$ cat config.mk
export PLATFORM = sky130hd
export DESIGN_NAME = alu4_result_fifo_flat
export DESIGN_NICKNAME = d
export VERILOG_FILES = /design/src/rtl/alu4_result_fifo_if.sv /design/src/rtl/alu4_result_fifo.sv /design/src/flat_wrapper.sv
export SDC_FILE = /design/constraint.sdc
export NUM_CORES = 1
export LEC_CHECK = 0
export CAP_MARGIN = 20
export CORE_MARGIN = 4
export CORE_UTILIZATION = 45
export DETAILED_ROUTE_END_ITERATION = 8
export HOLD_SLACK_MARGIN = 0.08
export PLACE_DENSITY = 0.67
export SYNTH_ARGS = -nofsm -noshare
export SYNTH_HDL_FRONTEND = slang
export SYNTH_SLANG_ARGS = --single-unit
$ cat constraint.sdc
create_clock -name clk -period 2.6 [get_ports clk]
set_input_delay 0.52 -clock clk [delete_from_list [all_inputs] [get_ports clk]]
set_output_delay 0.52 -clock clk [all_outputs]
set_load 0.03 [all_outputs]
$ cat src/rtl/alu4_result_fifo_if.sv
// Handshake bundle between the ALU result FIFO and its producer/consumer.
// Carries the acc port only when ALU4_RESULT_ACC_EN is defined.
interface alu4_result_fifo_if #(
  parameter int DEPTH = 4
);
  localparam int CW = $clog2(DEPTH) + 1;

  logic          flush;
  logic [7:0]    in_word;
  logic [2:0]    in_opcode;
  logic          in_valid;
  logic          in_ready;
  logic          out_valid;
  logic          out_ready;
  logic [3:0]    out_result;
  logic          out_carry;
  logic          out_zero;
  logic [2:0]    out_opcode;
  logic [CW-1:0] count;
  logic          fmt_err;
`ifdef ALU4_RESULT_ACC_EN
  logic [7:0]    acc;

  modport slave (
    input  flush, in_word, in_opcode, in_valid, out_ready,
    output in_ready, out_valid, out_result, out_carry, out_zero, out_opcode,
           count, fmt_err, acc
  );

  modport master (
    output flush, in_word, in_opcode, in_valid, out_ready,
    input  in_ready, out_valid, out_result, out_carry, out_zero, out_opcode,
           count, fmt_err, acc
  );
`else
  modport slave (
    input  flush, in_word, in_opcode, in_valid, out_ready,
    output in_ready, out_valid, out_result, out_carry, out_zero, out_opcode,
           count, fmt_err
  );

  modport master (
    output flush, in_word, in_opcode, in_valid, out_ready,
    input  in_ready, out_valid, out_result, out_carry, out_zero, out_opcode,
           count, fmt_err
  );
`endif
endinterface

$ cat src/rtl/alu4_result_fifo.sv
// Capture FIFO for the 4-bit ALU: decodes result/carry/zero, tags with opcode,
// buffers DEPTH entries. Define ALU4_RESULT_ACC_EN to add the popped-value accumulator.
module alu4_result_fifo #(
  parameter int DEPTH = 4
) (
  input  logic              clk,
  input  logic              rst,
  alu4_result_fifo_if.slave bus
);
  localparam int AW = (DEPTH > 1) ? $clog2(DEPTH) : 1;
  localparam int CW = $clog2(DEPTH) + 1;
  localparam logic [CW-1:0] FULL_COUNT = CW'(DEPTH);
  localparam logic [AW-1:0] LAST_SLOT  = AW'(DEPTH - 1);

  function automatic logic decode_zero(input logic [3:0] result);
    return (result == 4'h0);
  endfunction

  function automatic logic fmt_bad(input logic [7:0] word);
    return (word[3:1] != 3'b000);
  endfunction

  function automatic logic [AW-1:0] ptr_next(input logic [AW-1:0] p);
    return (p == LAST_SLOT) ? '0 : p + AW'(1);
  endfunction

  function automatic logic [7:0] acc_add(input logic [7:0] a, input logic c, input logic [3:0] r);
    return a + {3'b000, c, r};
  endfunction

  logic [3:0]    mem_result [DEPTH];
  logic          mem_carry  [DEPTH];
  logic          mem_zero   [DEPTH];
  logic [2:0]    mem_opcode [DEPTH];

  logic [AW-1:0] rd_ptr;
  logic [AW-1:0] wr_ptr;
  logic [CW-1:0] occ;
  logic          fmt_err_q;
  logic          full;
  logic          empty;
  logic          push;
  logic          pop;

  // Handshake qualifiers depend only on registered occupancy; flush masks both.
  assign full  = (occ == FULL_COUNT);
  assign empty = (occ == '0);
  assign push  = bus.in_valid && !full && !bus.flush;
  assign pop   = bus.out_ready && !empty && !bus.flush;

  always_ff @(posedge clk or posedge rst) begin
    if (rst) begin
      rd_ptr    <= '0;
      wr_ptr    <= '0;
      occ       <= '0;
      fmt_err_q <= 1'b0;
    end else if (bus.flush) begin
      rd_ptr    <= '0;
      wr_ptr    <= '0;
      occ       <= '0;
      fmt_err_q <= 1'b0;
    end else begin
      if (push) begin
        wr_ptr <= ptr_next(wr_ptr);
      end
      if (pop) begin
        rd_ptr <= ptr_next(rd_ptr);
      end
      case ({push, pop})
        2'b10:   occ <= occ + CW'(1);
        2'b01:   occ <= occ - CW'(1);
        default: occ <= occ;
      endcase
      if (push && fmt_bad(bus.in_word)) begin
        fmt_err_q <= 1'b1;
      end
    end
  end

  // A cleared slot represents result 0, so its zero flag reads back as 1.
  always_ff @(posedge clk or posedge rst) begin
    if (rst) begin
      for (int i = 0; i < DEPTH; i++) begin
        mem_result[i] <= 4'h0;
        mem_carry[i]  <= 1'b0;
        mem_zero[i]   <= 1'b1;
        mem_opcode[i] <= 3'b000;
      end
    end else if (push) begin
      mem_result[wr_ptr] <= bus.in_word[7:4];
      mem_carry[wr_ptr]  <= bus.in_word[0];
      mem_zero[wr_ptr]   <= decode_zero(bus.in_word[7:4]);
      mem_opcode[wr_ptr] <= bus.in_opcode;
    end
  end

  assign bus.in_ready   = !full;
  assign bus.out_valid  = !empty;
  assign bus.out_result = mem_result[rd_ptr];
  assign bus.out_carry  = mem_carry[rd_ptr];
  assign bus.out_zero   = mem_zero[rd_ptr];
  assign bus.out_opcode = mem_opcode[rd_ptr];
  assign bus.count      = occ;
  assign bus.fmt_err    = fmt_err_q;

`ifdef ALU4_RESULT_ACC_EN
  logic [7:0] acc_q;

  // Sum of popped {carry, result} values, wrapping at 8 bits.
  always_ff @(posedge clk or posedge rst) begin
    if (rst) begin
      acc_q <= 8'h00;
    end else if (bus.flush) begin
      acc_q <= 8'h00;
    end else if (pop) begin
      acc_q <= acc_add(acc_q, mem_carry[rd_ptr], mem_result[rd_ptr]);
    end
  end

  assign bus.acc = acc_q;
`endif

endmodule

$ cat src/flat_wrapper.sv
// flat-port wrapper written by rule: the top's interface ports become plain ports
module alu4_result_fifo_flat 
#(
  parameter int DEPTH = 4
)
  (clk, rst, bus_flush, bus_in_word, bus_in_opcode, bus_in_valid, bus_out_ready, bus_in_ready, bus_out_valid, bus_out_result, bus_out_carry, bus_out_zero, bus_out_opcode, bus_count, bus_fmt_err);
  alu4_result_fifo_if #(.DEPTH(DEPTH)) bus_i ();
  input  logic clk;
  input  logic rst;
  input wire logic [$bits(bus_i.flush)-1:0] bus_flush;
  input wire logic [$bits(bus_i.in_word)-1:0] bus_in_word;
  input wire logic [$bits(bus_i.in_opcode)-1:0] bus_in_opcode;
  input wire logic [$bits(bus_i.in_valid)-1:0] bus_in_valid;
  input wire logic [$bits(bus_i.out_ready)-1:0] bus_out_ready;
  output wire logic [$bits(bus_i.in_ready)-1:0] bus_in_ready;
  output wire logic [$bits(bus_i.out_valid)-1:0] bus_out_valid;
  output wire logic [$bits(bus_i.out_result)-1:0] bus_out_result;
  output wire logic [$bits(bus_i.out_carry)-1:0] bus_out_carry;
  output wire logic [$bits(bus_i.out_zero)-1:0] bus_out_zero;
  output wire logic [$bits(bus_i.out_opcode)-1:0] bus_out_opcode;
  output wire logic [$bits(bus_i.count)-1:0] bus_count;
  output wire logic [$bits(bus_i.fmt_err)-1:0] bus_fmt_err;
  assign bus_i.flush = bus_flush;
  assign bus_i.in_word = bus_in_word;
  assign bus_i.in_opcode = bus_in_opcode;
  assign bus_i.in_valid = bus_in_valid;
  assign bus_i.out_ready = bus_out_ready;
  assign bus_in_ready = bus_i.in_ready;
  assign bus_out_valid = bus_i.out_valid;
  assign bus_out_result = bus_i.out_result;
  assign bus_out_carry = bus_i.out_carry;
  assign bus_out_zero = bus_i.out_zero;
  assign bus_out_opcode = bus_i.out_opcode;
  assign bus_count = bus_i.count;
  assign bus_fmt_err = bus_i.fmt_err;
  alu4_result_fifo #(.DEPTH(DEPTH)) u_core (.clk(clk), .rst(rst), .bus(bus_i));
endmodule
==> impl_summary.md, run 1 <==
Finish
Counting the fill cells in the layout gives 398. In the final layout, the share of cells above drive strength 1 is 0.3265. The final net count is 217. The register area is 0.001106 mm². Summing all non-filler instances in the final layout gives an area of 0.002709 mm². The area of the multi-input gates is 0.001045 mm². The final cell count without fillers is 263. The layout-stage area growth over the synthesis result is 20.14%.

The number of antenna repair diodes is 0.

Setup path
The reg-to-reg setup timing slack is 380 ps. The category of the worst setup path launch point is a flip-flop. At the worst endpoint, the arrival time is 1980 ps. The cell count of the worst reg-to-reg path is 5. The maximum fanout encountered on the critical timing path is 6.

The critical path in this run is classified as flip-flop to output pin. The data required time at the worst endpoint is 2080 ps. The worst setup path is captured at an output pin. The launch instance of the worst register-to-register path is u_core.bus.count[1]. The critical path ends at bus_out_result[2]. The endpoint identified for the worst register-to-register timing path is u_core.bus.count[1]. The critical path starts at u_core.rd_ptr[1].

CTS
The tree is rooted in a sky130_fd_sc_hd__clkbuf_8. The clock input transition at the sequential cells of the worst setup and hold paths is 80 ps. Buffers inserted to repair hold after CTS numbered 0. The count of cells resized by post-cts repair is 0. For this design, the sink count on the clock tree is 44. After clock tree synthesis, the setup repair step added 0 buffers. The total number of H-tree levels is 2. The CTS tree is yes. In this run, CTS created clock tree buffers numbering 5.

The clock tree buffer depth is 2. The later pin in the worst-skew pair is clocked with a latency of 290 ps.

Logic synthesis
Counting flops and latches in the post-synthesis netlist gives 44. Of the total synthesized cell area, the portion taken by XOR and XNOR cells is 0.003885. After synthesis, the share of cell area in mux cells is 0.2741.

The number of different library cells used by synthesis comes to 36. The synthesized netlist cell count is 159. Summing every instance area after synthesis gives 0.002255 mm². Counting every net in the synthesized netlist gives 181.

For this run, the number of Yosys warnings is 0. After synthesis, the largest family of logic cells by area is multiplexers. The compound-cell area share of the yosys netlist is 0.05327. Of the total synthesized cell area, the portion taken by AND, OR, NAND and NOR gates is 0.09545. The mean instance size in the synthesized netlist is 14.18 µm².

For this run, the register share of the synthesized area comes to 0.4906. The arithmetic-cell share of the synthesized area counting full adders, half adders and majority gates is 0.03663.

Pwr
The share of total power dissipated in sequential elements is 0.466. Dividing total power by cell area gives a power density of 772.9 mW/mm². Of the total power, combinational logic draws 0.339.

Of the total power, the share spent switching nets is 0.3124. After layout, the design draws a total of 0.002094 W. The share of total power dissipated in the clock network is 0.195. IR analysis of the VDD net gives a maximum drop of 0.0004723 V. The net switching component of the power is 0.0006540 W. The internal cell power is 0.001440 W. The static leakage is 1.133 nW.

Timing
After layout, the minimum clock period comes to 2504 ps. In this run the tightest slew margin relative to its limit is 0.6367. Hold timing on the final database bottoms out at a slack of 499.0 ps. Dividing the final minimum period by the clock period gives 0.9632. The number of hold-slack violations in the final timing report is 0. Setup repair after global routing left no endpoint under its margin. The final setup skew is 7.434 ps. Setup violations remaining at the end of the flow were counted as 0. Derived from the worst setup path, the maximum achievable clock frequency is 399.3 MHz. The number of pins with negative max-slew slack in the final report is 0.

Summed over all failing endpoints, the final setup total negative slack is 0 ps. For the pin with the worst max-slew slack, the measured transition is 545.0 ps.

Drt
The routed length per instance is 16.38 µm. After detailed routing, the number of remaining DRC violations is 0. For this run, the detailed router's first-pass iteration total came to 4. The total length of routed wires is 4307 µm.

After detailed routing, the number of vias per cell comes to 5.471. In this run, the number of DRC markers left after iteration 0 of detailed routing was 68. The number of antenna-violating nets in the routed design is 0. The via count is 1439.

Hold path
The classification of the worst-slack hold path is flip-flop to flip-flop.

Floorplan
For this configuration, the core starts out at a cell density of 0.4711. The die area is 0.006207 mm². The total area inside the core boundary comes to 0.004786 mm². The die height is 78.79 µm. The initialized floorplan defines 25 standard-cell rows. The die span in x is 78.79 µm. Pin placement for this block handled 31 I/O pins.

GRT
The total overflow left after global routing is 0. Entering global routing, the biggest net connects 45 pins. The first global-routing pass estimated 7583 µm of wire. Across every metal layer, demand over resource in global routing totals 0.1576.

The number of global-route vias before repair is 1572. The number of antenna violations at the first check in global routing is 0.

Place
Including well taps, the total number of placed cells is 255. The total placed instance area is 0.002624 mm². The count of buffers added on input and output ports is 30. The post-DP HPWL is 3205 µm. The weighted congestion reported at the end of routability-driven placement is 0.8727.

Outcome
The flow ran to the end, and the final reports show no timing, DRC or antenna violations.

Flow run
The tool flagged a number of max-cap violations equal to 0.
## layout by cell type, fill, tap and decap left out, types with 5 or more instances in the layout
| cell | Yosys | routed |
|---|---|---|
| sky130_fd_sc_hd__a21oi_1 | 6 | 6 |
| sky130_fd_sc_hd__ha_1 | 5 | 5 |
| sky130_fd_sc_hd__nor2_1 | 5 | 5 |
| sky130_fd_sc_hd__dfrtp_1 | 40 | 40 |
| sky130_fd_sc_hd__mux2_1 | 8 | 8 |
| sky130_fd_sc_hd__clkbuf_8 | 0 | 5 |
| sky130_fd_sc_hd__buf_4 | 2 | 8 |
| sky130_fd_sc_hd__mux4_2 | 9 | 9 |
| sky130_fd_sc_hd__clkdlybuf4s50_1 | 0 | 30 |
| sky130_fd_sc_hd__inv_1 | 5 | 5 |
| sky130_fd_sc_hd__mux2_2 | 28 | 28 |
## Yosys cell counts, drive strengths merged
library cell / count / area (µm²)
dfrtp: 40 / 1001
or4: 1 / 7.510
a31oi: 2 / 12.51
buf: 9 / 75.06
nor4: 1 / 6.260
nor2: 5 / 18.77
mux2: 36 / 405.4
nor2b: 2 / 12.51
xnor2: 1 / 8.760
a211o: 1 / 8.760
nand3b: 2 / 15.01
a21oi: 6 / 30.03
ha: 5 / 62.56
nand2: 2 / 7.510
o22ai: 1 / 6.260
nor3: 1 / 5.000
dfstp: 4 / 105.1
o31ai: 1 / 12.51
mux4: 9 / 202.7
a221oi: 1 / 8.760
nand3: 6 / 80.08
nor3b: 1 / 18.77
inv: 7 / 28.78
fa: 1 / 20.02
nand2b: 4 / 25.02
or3: 3 / 18.77
a311oi: 1 / 8.760
mux2i: 1 / 10.01
a2111oi: 2 / 17.52
o21ai: 3 / 15.01
## logic make-up after synthesis
family,after synthesis
xor gates and xnor gates,1
muxes,46
adders and majority gates,6
and+or+nand+nor,28
DFF,44
buffers and inverters,16
AOI/OAI and AO/OA,18
## stage by stage
| step | setup slack, ps | util |
|---|---|---|
| after floorplan | 506.3 | - |
| after global placement | 325.1 | 0.5482 |
| after detailed placement | 144.4 | 0.5482 |
| after CTS | 81.13 | 0.5660 |
| after global routing | 24.40 | 0.5660 |
| final | 95.57 | 0.5660 |
## worst min-delay path by stage
stage	startpoint	endpoint	slack, ps	depth (start not counted)
after floorplan	u_core.mem_result[4]	u_core.mem_result[4]	460	1
after global routing	u_core.mem_carry[2]	u_core.mem_carry[2]	530	1
final	u_core.mem_result[4]	u_core.mem_result[4]	500	1
after CTS	u_core.mem_result[4]	u_core.mem_result[4]	510	1
after detailed placement	u_core.mem_result[4]	u_core.mem_result[4]	490	1
after global placement	u_core.mem_result[4]	u_core.mem_result[4]	470	1
## layout make-up
cell class	count	area share
well taps	67	0.03095
multi-input cells	99	0.3857
flip-flops and latches	44	0.4083
inverters	7	0.01062
clock inverters	2	0.004619
repair buffers	38	0.1330
clock buffers	6	0.02679
## worst max-delay path: stages (launching register included)
cell and delay [ps]:
sky130_fd_sc_hd__dfrtp_1 520, sky130_fd_sc_hd__mux4_2 560, sky130_fd_sc_hd__clkdlybuf4s50_1 610
## routing by layer
| metal | global-route usage | part of all wire |
|---|---|---|
| met3 | 0.03741 | 0.046 |
| met5 | 0 | 0 |
| met4 | 0.04720 | 0.015 |
| met2 | 0.2733 | 0.53 |
| met1 | 0.1949 | 0.41 |
## sequential cells by signal (all words and copies together) (netlist names)
register,flops
u_core.bus.count,3
u_core.bus.fmt_err,1
u_core.mem_carry,4
u_core.mem_opcode,12
u_core.mem_result,16
u_core.mem_zero,4
u_core.rd_ptr,2
u_core.wr_ptr,2
## power groups by stage
stage | registers (W) | clock network (W) | logic (W)
2_1_floorplan | 0.000956 | 0 | 0.000518
3_3_place_gp | 0.000972 | 0 | 0.000698
3_5_place_dp | 0.000990 | 0 | 0.000718
4_1_cts | 0.000976 | 0.000425 | 0.000720
5_1_grt | 0.000998 | 0.000460 | 0.000770
6_report | 0.000976 | 0.000409 | 0.000709
Note: power is estimated with default switching activity, not from simulation.
==> run 2: changes to the inputs <==
--- a/config.mk
+++ b/config.mk
@@ -7,10 +7,10 @@
 export LEC_CHECK = 0
 export CAP_MARGIN = 20
 export CORE_MARGIN = 4
-export CORE_UTILIZATION = 45
+export CORE_UTILIZATION = 35
 export DETAILED_ROUTE_END_ITERATION = 8
 export HOLD_SLACK_MARGIN = 0.08
-export PLACE_DENSITY = 0.67
+export PLACE_DENSITY = 0.54
 export SYNTH_ARGS = -nofsm -noshare
 export SYNTH_HDL_FRONTEND = slang
 export SYNTH_SLANG_ARGS = --single-unit
==> run 2 against run 1 <==
  * Sequential power up 2%
  * Critical path depth unchanged
  * First-iteration DRC count down 29%
  * Clock power up 26%
  * Hold slack about the same
  * Clock skew down 5.3 ps
  * Utilization down 12 points
  * Fmax about the same
  * Non-clock buffer count down 1
  * Global-route usage down 2.7 points
  * Sequential share of layout area down 0.25 points
  * Largest cell class unchanged
  * Largest power group unchanged
==> impl_summary.md, run 2 (synthesis results as in run 1) <==
Setup path
The number of buffers and inverters on the critical path is 1 (unchanged). The master of the slowest instance on the critical path is sky130_fd_sc_hd__clkdlybuf4s50_1. The kind of capture point of the worst setup path is an output pin. The worst register-to-register path ends at u_core.bus.count[1]. The cell count of the worst reg-to-reg path came to 5 (unchanged). The data required time at the worst endpoint is 2080 ps (about the same). The critical path endpoint is bus_out_opcode[1]. The maximum fanout encountered on the critical timing path is 10 (+4). The path length in cells of the critical path was 2 (unchanged). The largest delay contributor family on the critical path is buffers and inverters. The launch instance of the worst register-to-register path is u_core.bus.count[1]. The data arrival time at the worst-slack endpoint came to 1990 ps (about the same). By startpoint and endpoint, the worst setup path is classified as flip-flop to output pin.

The category of the worst setup path launch point is a flip-flop. The reg-to-reg setup timing slack was 410 ps (+30 ps). The peak per-stage delay on the critical path came to 610 ps (about the same). Tracing the worst setup path back leads to its startpoint at u_core.rd_ptr[0].

Traced cell by cell, the critical path runs through mux4_2 > clkdlybuf4s50_1.

GRT
The layer carrying the most global-route usage is met2. The global router's overall resource usage is 0.1307 (-0.02686). The met2 capacity usage during global routing was 0.2189 (-0.05445). The global routing usage on met3 is 0.03259 (-0.004827). The largest net degree at the start of global routing is 45 (unchanged). The met1 routing resource usage after global routing came to 0.1724 (-0.02253). The global-route wire length before repair was 7803 µm (+2.9%). The number of antenna violations at the first check in global routing came to 0 (unchanged).

The number of global-route vias before repair is 1533 (-2.5%). The residual overflow from global routing came to 0 (unchanged).

Drt
The routed length per instance is 16.81 µm (+2.6%). The via count was 1422 (-1.2%). The remaining routing DRC violations came to 0 (unchanged). The number of iterations in the first detailed-routing pass is 4 (unchanged). The via density per instance is 5.267 (-3.7%). The total length of routed wires was 4538 µm (+5.4%). The number of antenna-violating nets in the routed design is 0 (unchanged). The number of DRC markers in iteration 0 is 48 (-29%).

Finish
The number of antenna repair diodes is 0 (unchanged). The fraction of layout instances using a drive strength above 1 came to 0.3282 (+0.001675). The filler cell count in the final layout is 565 (+42%). In the layout the commonest cells are 38 x sky130_fd_sc_hd__dfrtp_1, 30 x sky130_fd_sc_hd__clkdlybuf4s50_1, 28 x sky130_fd_sc_hd__mux2_2, 9 x sky130_fd_sc_hd__mux4_2, 8 x sky130_fd_sc_hd__mux2_1. The register ranked first by flip-flop count is u_core.mem_result. The most common library cell in the layout ignoring fill and taps is sky130_fd_sc_hd__dfrtp_1. The register area is 0.001111 mm² (+0.45%). The area of the multi-input gates is 0.001045 mm² (unchanged). The largest registers in the layout are u_core.mem_result (16), u_core.mem_opcode (12). The layout-stage area growth over the synthesis result is 21.42%. The number of flip-flops under the largest register name was 16 (unchanged). The final net count is 216 (-0.46%).

CTS
The worst-skew pair later-pin latency was 290 ps (about the same). The number of CTS-inserted buffers is 5 (unchanged). The clock tree buffer depth was 2 (unchanged). The total number of H-tree levels came to 2 (unchanged). TritonCTS built the clock tree.

The clock sink count is 44 (unchanged). The cell at the root of the clock tree is sky130_fd_sc_hd__clkbuf_8. The hold buffer count at cts is 0 (unchanged). The clock input transition at the sequential cells of the worst setup and hold paths came to 80 ps (about the same).

Floorplan
The initial core utilization is 0.3699 (-0.1012). The die span in x is 88.26 µm (+12%). The die area is 0.007790 mm² (+25%). The count of standard-cell rows is 28 (+12%). The core footprint was 0.006096 mm² (+27%). The die height is 88.26 µm (+12%). The I/O pin total came to 31 (unchanged).

Pwr
The overall power came to 0.002202 W (+5.2%). The static leakage was 1.136 nW (+0.22%). The peak supply drop is 0.0003783 V (-20%). The power density over the cells is 804.2 mW/mm² (+4.1%).

Timing
The number of setup violations in the final report is 0 (unchanged). Setup repair after global routing left no endpoint under its margin. The number of pins with negative max-slew slack in the final report is 0 (unchanged). The slew at the pin with the worst max-slew slack is 571.6 ps (+26.63 ps). The share of the clock period used by the worst path after layout is 0.9637 (about the same). The number of hold-slack violations in the final timing report is 0 (unchanged).

The maximum clock frequency came to 399.1 MHz (about the same). The minimum clock period after layout is 2506 ps (+1.231 ps). The worst slew margin relative to its limit was 0.6154 (-0.02127).

The final sum of negative setup slack came to 0 ps (unchanged). The final setup skew is 2.104 ps (-5.330 ps).

Outcome
The flow ran to the end, and the final reports show no timing, DRC or antenna violations.

Place
The number of buffer cells added on primary ports is 30 (unchanged). The post-DP HPWL was 3188 µm (-0.53%). The weighted congestion reported at the end of routability-driven placement is 0.8083 (-7.4%).

Hold path
The classification of the worst-slack hold path is flip-flop to flip-flop. The beginning of the worst hold path is u_core.mem_opcode[0].

Flow run
The max-cap check violation count is 0 (unchanged).
## run 2: cell types whose count changed in the layout (fill, tap and decap cells not counted)
| cell | previous run | this run |
|---|---|---|
| sky130_fd_sc_hd__dfrtp_1 | 40 | 38 |
| sky130_fd_sc_hd__buf_4 | 8 | 7 |
| sky130_fd_sc_hd__bufinv_16 | 0 | 1 |
| sky130_fd_sc_hd__clkbuf_1 | 1 | 2 |
| sky130_fd_sc_hd__clkinv_2 | 1 | 0 |
| sky130_fd_sc_hd__clkinvlp_4 | 1 | 0 |
| sky130_fd_sc_hd__dfrtp_2 | 0 | 1 |
| sky130_fd_sc_hd__dfrtp_4 | 0 | 1 |
## run 2: what timing repair did
item | CTS | global route
endpoints found under the hold margin | 0 | 0
setup endpoints to repair | 8 | 7
buffers inserted | 0 | 0
resized for setup | 2 | 1
## run 2: routing by layer
| metal | share of wire | vias up |
|---|---|---|
| li1 | - | 655 |
| met1 | 0.44 | 723 |
| met2 | 0.51 | 40 |
| met3 | 0.046 | 4 |
| met4 | 0.0079 | 0 |
| met5 | 0 | - |
## run 2: layout make-up
type                    count  share of cell area
repair buffers             37              0.1289
flip-flops and latches     44              0.4059
well taps                  75             0.03428
inverters                   7             0.01051
clock inverters             1             0.01097
clock buffers               7             0.02788
multi-input cells          99              0.3816
## run 2: report_power, final
part	switching, W	internal [W]
Clock	0.000229	0.000288
Sequential	0.000122	0.000869
Combinational	0.000312	0.000382
## run 2: worst min-delay path by stage
stage	end	cells after the start	slack, ps
global route	u_core.mem_result[4]	1	520
global placement	u_core.mem_result[4]	1	480
CTS	u_core.mem_result[4]	1	500
detailed placement	u_core.mem_result[4]	1	490
finish	u_core.mem_opcode[0]	1	500
floorplan	u_core.mem_result[4]	1	460
## run 2: through the flow
stage	utilization	setup WS [ps]	instance area, µm²	hold slack [ps]	std cells
2_1_floorplan	-	506.3	2255	458.7	159
3_3_place_gp	0.4308	171.6	2626	476.2	262
3_5_place_dp	0.4308	149.5	2626	485.7	262
4_1_cts	0.4487	16.20	2735	504.6	270
5_1_grt	0.4491	20.34	2738	515.6	270
6_report	0.4491	94.34	2738	498.9	270
